$ cat config.mk
export PLATFORM = sky130hd
export DESIGN_NAME = booth_radix4_mult_flat
export DESIGN_NICKNAME = d
export VERILOG_FILES = /design/src/rtl/booth_radix4_mult_pkg.sv /design/src/rtl/booth_radix4_mult_if.sv /design/src/rtl/booth_radix4_mult_encoder.sv /design/src/rtl/booth_radix4_mult.sv /design/src/flat_wrapper.sv
export SDC_FILE = /design/constraint.sdc
export NUM_CORES = 1
export LEC_CHECK = 0
export ABC_AREA = 1
export CAP_MARGIN = 10
export CORE_ASPECT_RATIO = 1.1
export CORE_MARGIN = 1.5
export CORE_UTILIZATION = 30
export DETAILED_ROUTE_END_ITERATION = 6
export HOLD_SLACK_MARGIN = 0.03
export PLACE_DENSITY_LB_ADDON = 0.15
export SETUP_SLACK_MARGIN = 0.05
export SYNTH_ARGS = -nofsm -noshare
export SYNTH_HDL_FRONTEND = slang
export SYNTH_SLANG_ARGS = --single-unit
$ cat constraint.sdc
create_clock -name clk -period 3.1 [get_ports clk]
set_input_delay 0.62 -clock clk [delete_from_list [all_inputs] [get_ports clk]]
set_output_delay 0.62 -clock clk [all_outputs]
set_load 0.03 [all_outputs]
$ cat src/rtl/booth_radix4_mult_pkg.sv
// rtl/booth_radix4_mult_pkg.sv - shared types and helpers for the radix-4 Booth multiplier
package booth_pkg;

  typedef enum logic [1:0] {
    IDLE,
    COMPUTE,
    DONE
  } state_t;

  // Radix-4 Booth digit: 0, +M, +2M, -M, -2M
  typedef enum logic [2:0] {
    ZERO,
    PM,
    P2M,
    NM,
    N2M
  } digit_t;

  // Compute cycles per product: N+2 extended multiplier bits retired two at a time
  function automatic int booth_iters(input int n);
    return n / 2 + 1;
  endfunction

endpackage

$ cat src/rtl/booth_radix4_mult_if.sv
// rtl/booth_radix4_mult_if.sv - operand/product handshake bundle for the Booth multiplier
interface booth_radix4_mult_if #(
  parameter int N = 32
);
  logic           in_valid;
  logic           in_ready;
  logic [N-1:0]   a;
  logic [N-1:0]   b;
  logic           is_signed;
  logic           out_valid;
  logic           out_ready;
  logic [2*N-1:0] c;
  logic           busy;

  modport master (
    output in_valid, a, b, is_signed, out_ready,
    input  in_ready, out_valid, c, busy
  );

  modport slave (
    input  in_valid, a, b, is_signed, out_ready,
    output in_ready, out_valid, c, busy
  );
endinterface

$ cat src/rtl/booth_radix4_mult_encoder.sv
// rtl/booth_radix4_mult_encoder.sv - maps a 3-bit Booth window to a radix-4 digit
module booth_r4_encoder
  import booth_pkg::*;
(
  input  logic [2:0] i_window,
  output digit_t     o_digit
);

  // Window is {Q[1], Q[0], Q[-1]}
  always_comb begin
    o_digit = ZERO;
    case (i_window)
      3'b001, 3'b010: o_digit = PM;
      3'b011:         o_digit = P2M;
      3'b100:         o_digit = N2M;
      3'b101, 3'b110: o_digit = NM;
      default:        o_digit = ZERO;
    endcase
  end

endmodule

$ cat src/rtl/booth_radix4_mult.sv
// rtl/booth_radix4_mult.sv - sequential radix-4 Booth multiplier with valid/ready handshakes
module booth_radix4_mult
  import booth_pkg::*;
#(
  parameter int N = 32
) (
  input logic               clk,
  input logic               rst,
  booth_radix4_mult_if.slave bus
);

  localparam int ITERS = booth_iters(N);
  localparam int CW    = $clog2(ITERS + 1);
  localparam int QW    = N + 2;
  localparam int AW    = N + 4;

  state_t                r_state;
  state_t                w_next_state;
  logic [CW-1:0]         r_cnt;
  logic [QW-1:0]         r_m;
  logic [QW-1:0]         r_q;
  logic                  r_q_m1;
  logic signed [AW-1:0]  r_a;
  logic [2*N-1:0]        r_c;

  digit_t                w_digit;
  logic signed [AW-1:0]  w_m_ext;
  logic signed [AW-1:0]  w_addend;
  logic signed [AW-1:0]  w_sum;
  logic signed [AW+QW:0] w_cat;
  logic signed [AW+QW:0] w_shifted;
  logic [QW-1:0]         w_a_ext;
  logic [QW-1:0]         w_b_ext;

  assign w_a_ext = bus.is_signed ? {{2{bus.a[N-1]}}, bus.a} : {2'b00, bus.a};
  assign w_b_ext = bus.is_signed ? {{2{bus.b[N-1]}}, bus.b} : {2'b00, bus.b};
  assign w_m_ext = {{2{r_m[QW-1]}}, r_m};

  booth_r4_encoder u_encoder (
    .i_window ({r_q[1:0], r_q_m1}),
    .o_digit  (w_digit)
  );

  // Select digit*M; the accumulator has headroom for +/-2M without overflow
  always_comb begin
    w_addend = '0;
    case (w_digit)
      PM:      w_addend = w_m_ext;
      P2M:     w_addend = w_m_ext <<< 1;
      NM:      w_addend = -w_m_ext;
      N2M:     w_addend = -(w_m_ext <<< 1);
      default: w_addend = '0;
    endcase
  end

  assign w_sum     = r_a + w_addend;
  assign w_cat     = {w_sum, r_q, r_q_m1};
  assign w_shifted = w_cat >>> 2;

  // State register
  always_ff @(posedge clk) begin
    if (rst) r_state <= IDLE;
    else     r_state <= w_next_state;
  end

  // Next-state and handshake outputs; COMPUTE ends with one extra cycle that latches c
  always_comb begin
    w_next_state  = r_state;
    bus.in_ready  = 1'b0;
    bus.out_valid = 1'b0;
    bus.busy      = 1'b0;
    case (r_state)
      IDLE: begin
        bus.in_ready = 1'b1;
        if (bus.in_valid) w_next_state = COMPUTE;
      end
      COMPUTE: begin
        bus.busy = 1'b1;
        if (r_cnt == '0) w_next_state = DONE;
      end
      DONE: begin
        bus.busy      = 1'b1;
        bus.out_valid = 1'b1;
        if (bus.out_ready) w_next_state = IDLE;
      end
      default: w_next_state = IDLE;
    endcase
  end

  // Operand capture, one Booth step per COMPUTE cycle, product latch on leaving COMPUTE
  always_ff @(posedge clk) begin
    if (rst) begin
      r_cnt  <= '0;
      r_m    <= '0;
      r_q    <= '0;
      r_q_m1 <= 1'b0;
      r_a    <= '0;
      r_c    <= '0;
    end else begin
      case (r_state)
        IDLE: begin
          if (bus.in_valid) begin
            r_m    <= w_a_ext;
            r_q    <= w_b_ext;
            r_q_m1 <= 1'b0;
            r_a    <= '0;
            r_cnt  <= CW'(ITERS);
          end
        end
        COMPUTE: begin
          if (r_cnt != '0) begin
            r_a    <= w_shifted[AW+QW:QW+1];
            r_q    <= w_shifted[QW:1];
            r_q_m1 <= w_shifted[0];
            r_cnt  <= r_cnt - 1'b1;
          end else begin
            r_c <= {r_a[N-3:0], r_q};
          end
        end
        default: ;
      endcase
    end
  end

  assign bus.c = r_c;

endmodule

$ cat src/flat_wrapper.sv
// flat-port wrapper written by rule: the top's interface ports become plain ports
module booth_radix4_mult_flat import booth_pkg::*;
#(
  parameter int N = 32
)
  (clk, rst, bus_in_valid, bus_a, bus_b, bus_is_signed, bus_out_ready, bus_in_ready, bus_out_valid, bus_c, bus_busy);
  booth_radix4_mult_if #(.N(N)) bus_i ();
  input logic clk;
  input logic rst;
  input wire logic [$bits(bus_i.in_valid)-1:0] bus_in_valid;
  input wire logic [$bits(bus_i.a)-1:0] bus_a;
  input wire logic [$bits(bus_i.b)-1:0] bus_b;
  input wire logic [$bits(bus_i.is_signed)-1:0] bus_is_signed;
  input wire logic [$bits(bus_i.out_ready)-1:0] bus_out_ready;
  output wire logic [$bits(bus_i.in_ready)-1:0] bus_in_ready;
  output wire logic [$bits(bus_i.out_valid)-1:0] bus_out_valid;
  output wire logic [$bits(bus_i.c)-1:0] bus_c;
  output wire logic [$bits(bus_i.busy)-1:0] bus_busy;
  assign bus_i.in_valid = bus_in_valid;
  assign bus_i.a = bus_a;
  assign bus_i.b = bus_b;
  assign bus_i.is_signed = bus_is_signed;
  assign bus_i.out_ready = bus_out_ready;
  assign bus_in_ready = bus_i.in_ready;
  assign bus_out_valid = bus_i.out_valid;
  assign bus_c = bus_i.c;
  assign bus_busy = bus_i.busy;
  booth_radix4_mult #(.N(N)) u_core (.clk(clk), .rst(rst), .bus(bus_i));
endmodule
==> summary.md <==
| Metric | Value |
|---|---|
| Antenna cells | `0` |
| CTS clock-pin slew for the worst setup and hold paths | `0.08 ns` |
| Most numerous cell in the Yosys netlist | `nand2_1` |
| Area of the multi-input gates | `roughly 0.0074 sq mm` |
| Peak VDD IR | `about 0.46 mV` |
| Synth area leader | `dfxtp_1` |
| GRT overflow | `0` |
| Later-pin clock latency in the skew report | `0.45 ns` |
| CTS tree | `built` |
| Clk buf depth | `2` |
| Layout Skew | `around 0.019 ns` |
| GRT Total Usage | `0.198` |
| First-pass GRT wire length | `between 50 and 60 mm` |
| Relative slew slack | `0.454` |
| Max stage delay on crit path | `0.36 ns` |
| Final hold slack | `between 0.4 and 0.5 ns` |
| Vias in the first global route | `approximately 11000` |
| Largest net degree at the start of global routing | `129` |
| Synth Cell Area | `0.0102 sq mm` |
| Data required, critical path | `3.40 ns` |
| R2R depth | `22` |
| Post-synthesis sequential area ratio | `0.338` |
| Register area | `0.00347 sq mm` |
| CP bufs+invs | `3` |
| Post-synth cell types | `51` |
| Full die area | `around 0.035 sq mm` |
| Hold Path End | `u_core.bus.c[38]$_SDFFE_PP0P_` |
| Design Power | `11.7 mW` |
| Leakage power | `6.35 nW` |
| Commonest cells post-synth | `nand2_1, a21oi_1, dfxtp_1` |
| Crit Path Category | `register to register` |
| Violated checks | `negative setup slack` |
| Port-buffer cells | `135` |
| Initial antenna violation count | `0` |
| Setup ws final | `-0.153 ns` |
| Worst slew pin tran | `0.819 ns` |
| Crit path arrival time | `between 3 and 4 ns` |
| Hold Path Origin | `u_core.bus.c[38]$_SDFFE_PP0P_` |
| Via Count | `11100` |
| Area post-placement | `0.0134 sq mm` |
| Top Ports | `136` |
| FF-to-FF End | `u_core.r_a[34]$_SDFFE_PP0P_` |
| Share of cells above drive strength 1 | `0.314` |
| Maxcap violations | `0` |
| Fill cells | `3401` |
| Tmin final | `approximately 3.3 ns` |
| Synth top area share | `0.338` |
| TritonRoute pass-1 iters | `5` |
| Area Growth Syn to Fin | `55.4%` |
| Drc violations | `0` |
| Worst Setup End Kind | `register` |
| Die Ht | `197 um` |
| Largest cells by area after synthesis | `dfxtp_1, nand2_1, a21oi_1, o21ai_0, inv_1` |
| R2R setup slack | `-0.15 ns` |
| Startpoint Class | `register` |
| Syn_nets | `about 1600` |
| Unrepaired setup endpoints after global routing | `yes` |
| Post-DRT Antenna Nets | `0` |
| Crit-path max FO | `4` |
| Top Family by Delay on Critical Path | `simple AND/OR/NAND/NOR gates` |
| Initial Util | `0.306` |
| Rows | `70` |
| Design area | `approximately 0.016 sq mm` |
| Status | `finished with violations` |
| Num CTS Buffers | `17` |
| Achievable Freq | `307 MHz` |
| # clock sinks | `173` |
| Vias per cell | `4.88` |
| DP Wirelength | `25.1 mm` |
| Top_reg_cell synth | `dfxtp_1` |
| # H-tree levels | `4` |
| Worst Hold Path Cells | `2` |
| Post-synth EDFFs | `0` |
| Hold Violations, Final | `0` |
| Root buffer cell | `clkbuf_16` |
| Routed len/inst | `15.5 um` |
| Critical Path Start | `u_core.r_m[1]$_SDFFE_PP0P_` |
| Placed Cells incl. Taps | `2212` |
| Post-route insts no fill | `2282` |
| Die Wd | `179 um` |
| Crit path depth | `22` |
| Endpoints failing setup | `14` |
| Max Slew Vio Count | `0` |
| Hold Crit Class | `register to register` |
| CP max-delay cell | `ha_4` |
| Flop and latch count out of synthesis | `173` |
| Iter 0 DRT Violations | `586` |
| Final nets | `between 1500 and 2000` |
| Ys async rst share | `0` |
| RePlAce Congestion | `0.889` |
| Cells after Synth | `1519` |
| Syn Area/Cell | `6.74 sq um` |
| Synth warn | `0` |
| Cell chain of the critical path | `inv_2 -> ha_4 -> nand3_4 -> nor2_4 -> nand3_4 -> nor2_4 -> nand2_4 -> nor3_4 -> xor2_1 -> inv_1 -> a21oi_1 -> nand2_1 -> ha_4 -> nand2_4 -> nor2_4 -> inv_4 -> nor4_4 -> nand2_2 -> nand2_4 -> nand3_2 -> nand3_2 -> a21oi_2` |
| Final WL | `35.3 mm` |
| Core Area | `0.0335 sq mm` |
| R2r startpoint | `u_core.r_m[1]$_SDFFE_PP0P_` |
| Period utilization | `1.05` |
| P per Cell Area | `roughly 730 mW/mm^2` |
through the flow:
step	worst slack, ns	utilization	setup TNS [ns]
after floorplan	0.128	-	0
after global placement	-0.448	0.400	-7.31
after detailed placement	-0.443	0.400	-7.87
after CTS	-0.144	0.439	-1.49
after global routing	-0.388	0.475	-6.17
final	-0.153	0.475	-0.869
timing repair:
action,in CTS,in global routing
endpoints found under the setup margin,32,31
pin swaps,47,89
setup buffers,19,21
gates resized for setup,150,249
hold buffers,0,0
routing by layer:
metal / vias up / share of wire / GRT usage
met5: - / 0 / 0
met4: 0 / 0.021 / 0.0588
met3: 46 / 0.036 / 0.0266
met2: 239 / 0.48 / 0.335
met1: 5149 / 0.47 / 0.259
li1: 5708 / - / -
cells by family after synthesis:
logic type,share of synthesized area
and+or+nand+nor,0.248
AOI/OAI and AO/OA,0.244
xor gates and xnor gates,0.0231
buffers and inverters,0.0945
adders and majority gates,0.0521
DFF,0.338
placed cells by master, fill, tap and decap left out, drive strengths merged:
master / n
o21a: 4
nand4: 13
a211oi: 1
ha: 41
a22oi: 11
o221ai: 3
dfxtp: 173
nor3: 11
a221o: 2
or2: 9
o21bai: 4
o22ai: 13
nand3b: 10
o2111ai: 8
nand2b: 2
buf: 233
o211ai: 1
a221oi: 4
a31oi: 26
and3: 1
clkdlybuf4s50: 134
xnor2: 1
xor2: 26
o21ai: 168
inv: 195
clkinv: 6
a21oi: 200
a21boi: 9
nor2: 115
nand3: 73
nor4: 3
fa: 1
clkbuf: 18
a21o: 2
and2: 1
nand2: 328
flip-flops by register name, summed over array words and instances (netlist names):
name	count
u_core.r_cnt	5
u_core.bus.c	64
u_core.r_q	34
u_core.r_m	33
u_core.r_state	2
u_core.r_q_m1	1
u_core.r_a	34
report_power, final:
| group | leakage [nW] | total [mW] | internal [mW] | switching, mW |
|---|---|---|---|---|
| Sequential | 1.42 | 3.18 | 2.82 | 0.367 |
| Combinational | 4.64 | 6.25 | 2.55 | 3.70 |
| Clock | 0.297 | 2.22 | 1.11 | 1.11 |
worst max-delay path by stage:
| stage | endpoint | slack, ns |
|---|---|---|
| finish | u_core.r_a[34]$_SDFFE_PP0P_ | -0.15 |
| floorplan | u_core.r_a[17]$_SDFFE_PP0P_ | 0.13 |
| global route | u_core.r_a[34]$_SDFFE_PP0P_ | -0.39 |
| global placement | u_core.r_a[29]$_SDFFE_PP0P_ | -0.45 |
| detailed placement | u_core.r_a[29]$_SDFFE_PP0P_ | -0.44 |
| CTS | u_core.r_a[34]$_SDFFE_PP0P_ | -0.14 |
final cells by class:
cell class	count	area share
multi-input cells	1091	0.465
flip-flops and latches	173	0.218
repair buffers	367	0.200
inverters	187	0.0445
well taps	432	0.0340
clock buffers	18	0.0276
clock inverters	14	0.0104
worst reg2reg max path, delay by kind of cell (launching register included):
kind | cells | cell delay [ns]
AND/OR/NAND/NOR | 14 | 1.71
adder cells (fa/ha/maj) | 2 | 0.53
flip-flops | 1 | 0.33
buffers and inverters | 3 | 0.20
AO/OA/AOI/OAI | 2 | 0.20
XOR/XNOR | 1 | 0.16
(Power assumes the default switching activity.)
